### src/rtl/lsu_bridge_pkg.sv
// Shared definitions for the load/store bridge: funct3 encodings, FSM state codes
// and the request legality helpers.
package lsu_bridge_pkg;

    localparam logic [2:0] F3_LB  = 3'b000;
    localparam logic [2:0] F3_LH  = 3'b001;
    localparam logic [2:0] F3_LW  = 3'b010;
    localparam logic [2:0] F3_LBU = 3'b100;
    localparam logic [2:0] F3_LHU = 3'b101;
    localparam logic [2:0] F3_SB  = 3'b000;
    localparam logic [2:0] F3_SH  = 3'b001;
    localparam logic [2:0] F3_SW  = 3'b010;

    typedef enum logic [2:0] {
        LSU_ST_IDLE,
        LSU_ST_RD,
        LSU_ST_RD_WAIT,
        LSU_ST_WR,
        LSU_ST_RESP
    } lsu_state_e;

    function automatic logic f3_legal(input logic we, input logic [2:0] f3);
        if (we)
            return f3 inside {F3_SB, F3_SH, F3_SW};
        else
            return f3 inside {F3_LB, F3_LH, F3_LW, F3_LBU, F3_LHU};
    endfunction

    // funct3[1:0] encodes the access size for both loads and stores.
    function automatic logic misaligned(input logic [2:0] f3, input logic [1:0] offset);
        case (f3[1:0])
            2'b01:   return offset[0];
            2'b10:   return offset != 2'b00;
            default: return 1'b0;
        endcase
    endfunction

endpackage

### src/rtl/lsu_bridge_align.sv
// Little-endian lane handling: extracts and extends load data, and merges
// sub-word store data into the previously read word.
module lsu_bridge_align
    import lsu_bridge_pkg::*;
(
    input  logic [31:0] word,
    input  logic [1:0]  offset,
    input  logic [2:0]  funct3,
    input  logic [31:0] wdata,
    output logic [31:0] load_data,
    output logic [31:0] store_word
);

    logic [4:0]         shamt;
    logic [31:0]        shifted;
    logic [31:0]        mask;
    logic signed [7:0]  lane_b;
    logic signed [15:0] lane_h;

    assign shamt   = {offset, 3'b000};
    assign shifted = word >> shamt;
    assign lane_b  = $signed(shifted[7:0]);
    assign lane_h  = $signed(shifted[15:0]);

    always_comb begin
        load_data = word;
        case (funct3)
            F3_LB:   load_data = 32'(lane_b);
            F3_LH:   load_data = 32'(lane_h);
            F3_LBU:  load_data = {24'h0, shifted[7:0]};
            F3_LHU:  load_data = {16'h0, shifted[15:0]};
            default: load_data = word;
        endcase
    end

    always_comb begin
        mask = 32'hFFFF_FFFF;
        case (funct3)
            F3_SB:   mask = 32'h0000_00FF << shamt;
            F3_SH:   mask = 32'h0000_FFFF << shamt;
            default: mask = 32'hFFFF_FFFF;
        endcase
        store_word = (word & ~mask) | ((wdata << shamt) & mask);
    end

endmodule

### src/rtl/lsu_bridge.sv
// Load/store bridge between the core data port and a word-only memory; sub-word
// stores are done as read-modify-write, illegal/misaligned requests answer with an error.
module lsu_bridge
    import lsu_bridge_pkg::*;
#(
    parameter int MEM_RD_LAT = 1
)
(
    input  logic        clk,
    input  logic        rst,
    input  logic        req_valid,
    output logic        req_ready,
    input  logic        req_we,
    input  logic [2:0]  req_funct3,
    input  logic [31:0] req_addr,
    input  logic [31:0] req_wdata,
    output logic        resp_valid,
    output logic [31:0] resp_rdata,
    output logic        resp_err,
    output logic        mem_r_en,
    output logic [31:0] mem_r_addr,
    input  logic [31:0] mem_r_data,
    output logic        mem_w_en,
    output logic [31:0] mem_w_addr,
    output logic [31:0] mem_w_data
);

    localparam int CNT_W = $clog2(MEM_RD_LAT + 1);
    // RD_WAIT lasts MEM_RD_LAT-1 cycles; the counter holds the cycles left after the current one.
    localparam logic [CNT_W-1:0] WAIT_INIT = CNT_W'((MEM_RD_LAT > 1) ? MEM_RD_LAT - 2 : 0);

    lsu_state_e       state, state_next;
    logic             we_q, err_q;
    logic [2:0]       f3_q;
    logic [31:0]      addr_q, wdata_q, word_q;
    logic [CNT_W-1:0] cnt;
    logic             accept, req_bad, rd_done;
    logic [31:0]      load_data, store_word;

    assign accept  = req_valid && (state == LSU_ST_IDLE);
    assign req_bad = !f3_legal(req_we, req_funct3) || misaligned(req_funct3, req_addr[1:0]);
    assign rd_done = ((state == LSU_ST_RD) && (MEM_RD_LAT == 1)) ||
                     ((state == LSU_ST_RD_WAIT) && (cnt == '0));

    lsu_bridge_align u_align (
        .word       (word_q),
        .offset     (addr_q[1:0]),
        .funct3     (f3_q),
        .wdata      (wdata_q),
        .load_data  (load_data),
        .store_word (store_word)
    );

    always_ff @(posedge clk or posedge rst) begin
        if (rst)
            state <= LSU_ST_IDLE;
        else
            state <= state_next;
    end

    always_ff @(posedge clk or posedge rst) begin
        if (rst) begin
            we_q    <= 1'b0;
            err_q   <= 1'b0;
            f3_q    <= 3'b000;
            addr_q  <= '0;
            wdata_q <= '0;
            word_q  <= '0;
            cnt     <= '0;
        end else begin
            if (accept) begin
                we_q    <= req_we;
                err_q   <= req_bad;
                f3_q    <= req_funct3;
                addr_q  <= req_addr;
                wdata_q <= req_wdata;
            end
            if (rd_done)
                word_q <= mem_r_data;
            if (state == LSU_ST_RD)
                cnt <= WAIT_INIT;
            else if ((state == LSU_ST_RD_WAIT) && (cnt != '0))
                cnt <= cnt - CNT_W'(1);
        end
    end

    always_comb begin
        state_next = state;
        req_ready  = 1'b0;
        mem_r_en   = 1'b0;
        mem_r_addr = '0;
        mem_w_en   = 1'b0;
        mem_w_addr = '0;
        mem_w_data = '0;
        resp_valid = 1'b0;
        resp_rdata = '0;
        resp_err   = 1'b0;
        case (state)
            LSU_ST_IDLE: begin
                req_ready = 1'b1;
                if (accept) begin
                    if (req_bad)
                        state_next = LSU_ST_RESP;
                    else if (req_we && (req_funct3 == F3_SW))
                        state_next = LSU_ST_WR;
                    else
                        state_next = LSU_ST_RD;
                end
            end
            LSU_ST_RD: begin
                mem_r_en   = 1'b1;
                mem_r_addr = {addr_q[31:2], 2'b00};
                if (MEM_RD_LAT == 1)
                    state_next = we_q ? LSU_ST_WR : LSU_ST_RESP;
                else
                    state_next = LSU_ST_RD_WAIT;
            end
            LSU_ST_RD_WAIT: begin
                if (cnt == '0)
                    state_next = we_q ? LSU_ST_WR : LSU_ST_RESP;
            end
            LSU_ST_WR: begin
                mem_w_en   = 1'b1;
                mem_w_addr = {addr_q[31:2], 2'b00};
                mem_w_data = (f3_q == F3_SW) ? wdata_q : store_word;
                state_next = LSU_ST_RESP;
            end
            LSU_ST_RESP: begin
                resp_valid = 1'b1;
                resp_err   = err_q;
                resp_rdata = (err_q || we_q) ? 32'h0 : load_data;
                state_next = LSU_ST_IDLE;
            end
            default: state_next = LSU_ST_IDLE;
        endcase
    end

endmodule

### config.mk
export PLATFORM = sky130hd
export DESIGN_NAME = lsu_bridge
export DESIGN_NICKNAME = d
export VERILOG_FILES = /design/src/rtl/lsu_bridge_pkg.sv /design/src/rtl/lsu_bridge_align.sv /design/src/rtl/lsu_bridge.sv
export SDC_FILE = /design/constraint.sdc
export NUM_CORES = 1
export LEC_CHECK = 0
export CAP_MARGIN = 15
export CORE_UTILIZATION = 30
export CTS_CLUSTER_DIAMETER = 100
export DETAILED_ROUTE_END_ITERATION = 7
export GPL_ROUTABILITY_DRIVEN = 0
export MAX_ROUTING_LAYER = met4
export PLACE_DENSITY = 0.6
export SLEW_MARGIN = 10
export SYNTH_ARGS = -nofsm -noshare
export SYNTH_HDL_FRONTEND = slang
export SYNTH_SLANG_ARGS = --single-unit
### constraint.sdc
create_clock -name clk -period 4.1 [get_ports clk]
set_input_delay 1.025 -clock clk [delete_from_list [all_inputs] [get_ports clk]]
set_output_delay 1.025 -clock clk [all_outputs]
set_load 0.02 [all_outputs]
After elaboration in Yosys (flattened, before gate mapping)
Index checks and enable logic that the tools add are counted.

Bits of input ports: 103. Memories: 0. Memory bits (read-only): 0. Logic and storage cells: 73. Bits in registers: 105. RAM bits: 0. Bits in latches: 0.

Multiply operators: 0. Equal/unequal tests: 16. Divide/modulo/power cells: 0. Add/subtract/negate cells: 1. Shifts and indexed selects: 4. Order comparisons: 0. Bitwise logic cells: 5. Reduce and logical (&&, ||, !) cells: 16. Multiplexer cells: 23.

Operator list (number): 32-bit two-way mux (6); 32-bit case mux with 4 select lines (1); 32-bit bitwise AND (2); 32-bit case mux with 2 select lines (1); 32-bit inverter (1); 32-bit OR (1); 16-bit by 5-bit left shift with 32-bit output, first input constant (1); 32-bit by 5-bit left shift with 32-bit output (1); 8-bit by 5-bit left shift with 32-bit output, first input constant (1); 32-bit by 5-bit right shift with 16-bit output (1); 3-bit == test, second input constant (5); 3-bit by 2-bit == test with 1-bit output, second input constant (4); 3-bit two-way mux (4); 3-bit case mux with 4 select lines (1); 3-bit by 1-bit == test with 1-bit output, second input constant (3); 3-bit logical NOT (3); 1-bit two-way mux (8); 5-bit nonzero test (1); 1-bit logical AND (4); 2-bit != test, second input constant (2); 2-bit nonzero test (2); 1-bit logical OR (3); 3-bit nonzero test (1); 2-bit by 1-bit == test with 1-bit output, second input constant (1); 7 further kinds (7).

Logic depth before layout (Yosys ltp)
Depth after elaboration: 8. Gate-level depth with buffers: 9. Depth with buffers taken out: 6.

Modules after synthesis
From an unflattened synthesis, not the netlist that was laid out.

Cells, all modules: 700. Area, all modules: 6791.5 sq um.

By module, submodules not included: lsu_bridge (seq. area each 2627.5 sq um, cells an instance 474, area an instance 5251.3 sq um, instances 1); lsu_bridge_align (seq. area each 0.0 sq um, cells an instance 226, area an instance 1540.2 sq um, instances 1).

Worst setup path before layout
No wires, ideal clock.

Path kind: register to output. Start point: register state[1]. End point: output port resp_rdata[21]. Arrival: 2056 ps. Setup slack: 1019 ps. Required time: 3075 ps. Cell stages (with the launch flop): 8. Buffers on the path: 3. Cell sequence: dfrtp_1 > buf_2 > nor3b_2 > nand2_2 > or3_1 > buf_2 > buf_4 > nor2_1.

Longest elaborated chain between the ends: 2.

RTL lines: start, declared (RTL line lsu_bridge.sv:32) `lsu_state_e state, state_next;`; start signal, assigned (RTL line lsu_bridge.sv:58) `state <= state_next;`; 3-bit == test (RTL line lsu_bridge.sv:98) `case (state)`; 32-bit two-way mux (RTL line lsu_bridge.sv:98); end, declared (RTL line lsu_bridge.sv:18) `output logic [31:0] resp_rdata,`.

Every way passes these cells.

Worst setup path after layout
Start point: register addr_q[0]. End point: output port resp_rdata[20].

Longest elaborated chain between the ends: 4.

RTL lines: start, declared (RTL line lsu_bridge.sv:35) `logic [31:0] addr_q, wdata_q, word_q;`; start signal, assigned (RTL line lsu_bridge.sv:75) `addr_q <= req_addr;`; 32-bit by 5-bit right shift with 16-bit output (RTL line lsu_bridge_align.sv:21) `assign shifted = word >> shamt;`; 32-bit case mux with 4 select lines (RTL line lsu_bridge_align.sv:27) `case (funct3)`; 32-bit two-way mux (RTL line lsu_bridge.sv:131) `resp_rdata = (err_q || we_q) ? 32'h0 : load_data;`; 32-bit two-way mux (RTL line lsu_bridge.sv:98).

Every way passes these cells.

==> impl_summary.txt <==
----------------------------------------------------
[Power]
  Leakage ... 3.64 nW
  Internal power summed over all cells ... 0.00386 W
  Switching portion of total power ... 0.419
  Sw power ... 0.00279 W
  Part of the power in the clock network ... 0.142
  Worst vdd ir ... 0.371 mV
  Share of power burned in registers ... 0.338
  Cell Pwr Density ... 713 nW/um^2
  Logic pwr share ... 0.520

[Setup path]
  Largest stage delay on the critical path ... 0.62 ns
  CP required ... 3.07 ns
  Critical path, cell by cell ... buf_4, mux2i_1, o2111a_1, or3_1, nor2_1, clkdlybuf4s50_1
  Kind of critical path ... reg2out
  Slowest stage cell on the critical path ... clkdlybuf4s50_1
  Endpoint kind of the worst setup timing path ... output port
  Signal arrival time at the worst endpoint ... 2.88 ns
  Worst r2r path cells ... 5
  Startpoint kind of the worst setup timing path ... flip-flop
  Largest driver fanout on the critical path ... 31

[CTS]
  Bufs on Longest Clock Path ... 2
  Number of buffers created by CTS ... 9
  Clk Latency, worst-skew pair ... 0.36 ns
  Buffer cell driving the clock tree root ... clkbuf_16
  Sink count of the clock tree ... 105
  Number of resized instances in the post-cts repair step ... 0
  H-tree depth ... 3
  Post-CTS setup buffer count ... 0
  Clock-pin slew of the registers on the worst-case setup and hold paths ... 0.08 ns
  Number of buffers inserted by hold repair at cts ... 0
  Clock tree from TritonCTS ... built

[Placed design]
  Detailed placement HPWL ... 16100 um
  Number of I/O port buffers ... 231
  Pre-CTS WS ... 0.582 ns
  Post-placement cell area ... 9010 um^2
  Placed Instances ... 1124

[GRT]
  Number of global-route vias before repair ... 5643
  Largest net degree at the start of global routing ... 73
  First-pass GRT wire length ... 32600 um
  Total global routing track utilization ... 0.203
  Initial antenna violation count ... 0
  Remaining Overflow, GRT ... 0

[Die]
  Core Area ... 21000 um^2
  Initial cell density of the core ... 0.305
  Die outline height ... 148 um
  Horiz. Die Dim ... 148 um
  Number of placement rows ... 53
  Die Outline Area ... 21900 um^2
  Count of pins on the block boundary ... 236

[STA]
  Timing-limited maximum frequency ... 256 MHz
  Number of endpoints with negative hold slack in the final report ... 0
  Final critical-path share of the clock period ... 0.953
  RSZ-0062 raised after global routing ... false
  Maximum clock skew at final layout ... 0.00919 ns
  Max-Slew Margin vs Limit ... 0.604
  PnR worst setup slack ... 0.193 ns
  Minimum period implied by the final worst setup slack ... 3.91 ns
  Max-slew violation count ... 0
  Slew at the pin with the worst max-slew slack ... 0.592 ns
  Setup Total Neg Slack ... 0 ns
  Total of endpoints with negative setup slack in the final report ... 0

[Yosys]
  Synthesized area per cell ... 9.85 um^2
  Post-synth ARST share ... 1.00
  Count of flip-flops with a built-in enable after synthesis ... 0
  Primary flip-flop cell chosen by synthesis mapping ... dfrtp_1
  Flops & latches, synth ... 105
  Number of distinct standard cells referenced by the synthesized netlist ... 45
  Synthesis warning total ... 0
  Register area share after synthesis ... 0.411
  Area fraction in and, or, nand and nor cells after synthesis ... 0.148
  Fraction of the mapped netlist area in compound gates ... 0.154
  Post-synthesis cell count ... 649
  Main combinational cell family by area after synthesis ... multiplexers
  Share of synthesized cell area in full adder, half adder and majority cells ... 0.00587
  Fraction of synthesized area in multiplexers ... 0.231
  Post-Synth XOR/XNOR Area ... 0
  Synthesized area ... 6390 um^2

[Layout]
  Synth-to-Final Area Change ... 46.0%
  Count of placed standard cells in the final layout, fillers left out ... 1140
  ANT cells ... 0
  Share of final-layout standard cells stronger than drive strength 1 ... 0.185
  Number of nets in the layout ... 966
  Final std cell area, no fill ... 9330 um^2

[Detailed routing]
  Via total after detailed routing ... 5667
  TritonRoute pass-1 iters ... 5
  Residual DRC ... 0
  DR WL/cell ... 18.7 um
  Initial DRC count ... 264
  DR vias/cell ... 4.97
  Final wirelength ... 21300 um
  Residual antenna-violating net count after detailed routing ... 0

[Hold path]
  Worst min-delay path class ... reg2reg
  Hold Path Depth ... 1

[Outcome]
  Result of the run ... finished, final reports clean

[Run]
  Max-cap violations ... 0

----------------------------------------------------
[layout make-up]
class / count / area [um^2]
Clock buffer: 10 / 229
Clock inverter: 6 / 91.3
Fill cell: 2077 / 11600
Inverter: 14 / 55.1
Multi-Input combinational cell: 477 / 3470
Sequential cell: 105 / 2630
Tap cell: 275 / 344
Timing Repair Buffer: 253 / 2510
[metal layers]
metal / GRT usage / routed length [um] / vias to the layer above
li1: - / - / 2708
met1: 0.247 / 8950 / 2714
met2: 0.322 / 10100 / 209
met3: 0.0565 / 1750 / 36
met4: 0.0722 / 544 / 0
met5: - / 0 / -
[cells in the final DEF (no fill, tap or decap), types with 3 or more instances in the layout]
cell type        count
a211oi_1             8
a21oi_1             69
a221oi_1             8
a22oi_1              8
a32oi_1             15
and2_1              68
buf_12               3
buf_4               19
clkbuf_16            9
clkdlybuf4s50_1    231
conb_1               4
dfrtp_1            105
ha_1                 3
inv_1               13
mux2_2             113
mux2i_1             17
nand2_1             31
nand2b_1            10
nor2_1              39
nor2b_1             14
nor3_1               5
o2111ai_1            8
o21ai_0             29
o21ai_1              3
[synthesized netlist by cell type, types with 14 or more instances]
cell        n  area share
mux2_2    113        0.20
nand2_1    31       0.018
mux2i_1    17       0.027
nor2_1     40       0.023
a21oi_1    70       0.055
buf_2      23       0.018
nor2b_1    14       0.014
o21ai_0    29       0.023
clkbuf_1   23       0.014
inv_1      14      0.0082
and2_1     69       0.068
dfrtp_1   105        0.41
a32oi_1    15       0.021
[path summary, 6_finish.rpt]
check                           from              to  slack (ns)
max                        addr_q[0]  resp_rdata[20]        0.19
min                        addr_q[2]       addr_q[2]        0.52
max reg2reg                 state[1]       word_q[4]        2.20
min reg2reg                addr_q[2]       addr_q[2]        0.52
max in group asynchronous        rst      word_q[19]        2.17
min in group asynchronous        rst      addr_q[22]        1.04
[critical path: cells and delay by family, from the launching register on]
family / cells / cell delay [ns]
and+or+nand+nor: 2 / 0.71
buffers and inverters: 2 / 0.96
muxes: 1 / 0.15
DFF: 1 / 0.45
AOI/OAI and AO/OA: 1 / 0.24
[cells by family (layout without fill, tap and decap cells)]
kind of cell,count (synthesis),in the layout
other,1,4
flip-flops,105,105
multiplexers,132,132
AO/OA/AOI/OAI,159,159
AND/OR/NAND/NOR,179,179
buffers and inverters,70,283
adder cells (fa/ha/maj),3,3
[sequential cells by signal (all words and copies together), names as in the netlist]
signal / flops
addr_q: 32
wdata_q: 32
word_q: 32
f3_q: 3
state: 3
cnt: 1
err_q: 1
we_q: 1
[power groups by stage]
stage | logic (W) | registers, W | clock network [W]
finish | 0.00346 | 0.00225 | 0.000947
global route | 0.00379 | 0.00233 | 0.00102
CTS | 0.00347 | 0.00226 | 0.000982
detailed placement | 0.00346 | 0.00227 | 0
global placement | 0.00343 | 0.00227 | 0
floorplan | 0.00259 | 0.00190 | 0
[through the flow]
stage               hold WS, ns  utilization  power [W]
global route              0.539        0.445    0.00713
detailed placement        0.502        0.430    0.00573
global placement          0.498        0.430    0.00570
finish                    0.515        0.445    0.00665
floorplan                 0.486            -    0.00450
CTS                       0.521        0.445    0.00671
(Power assumes the default switching activity.)
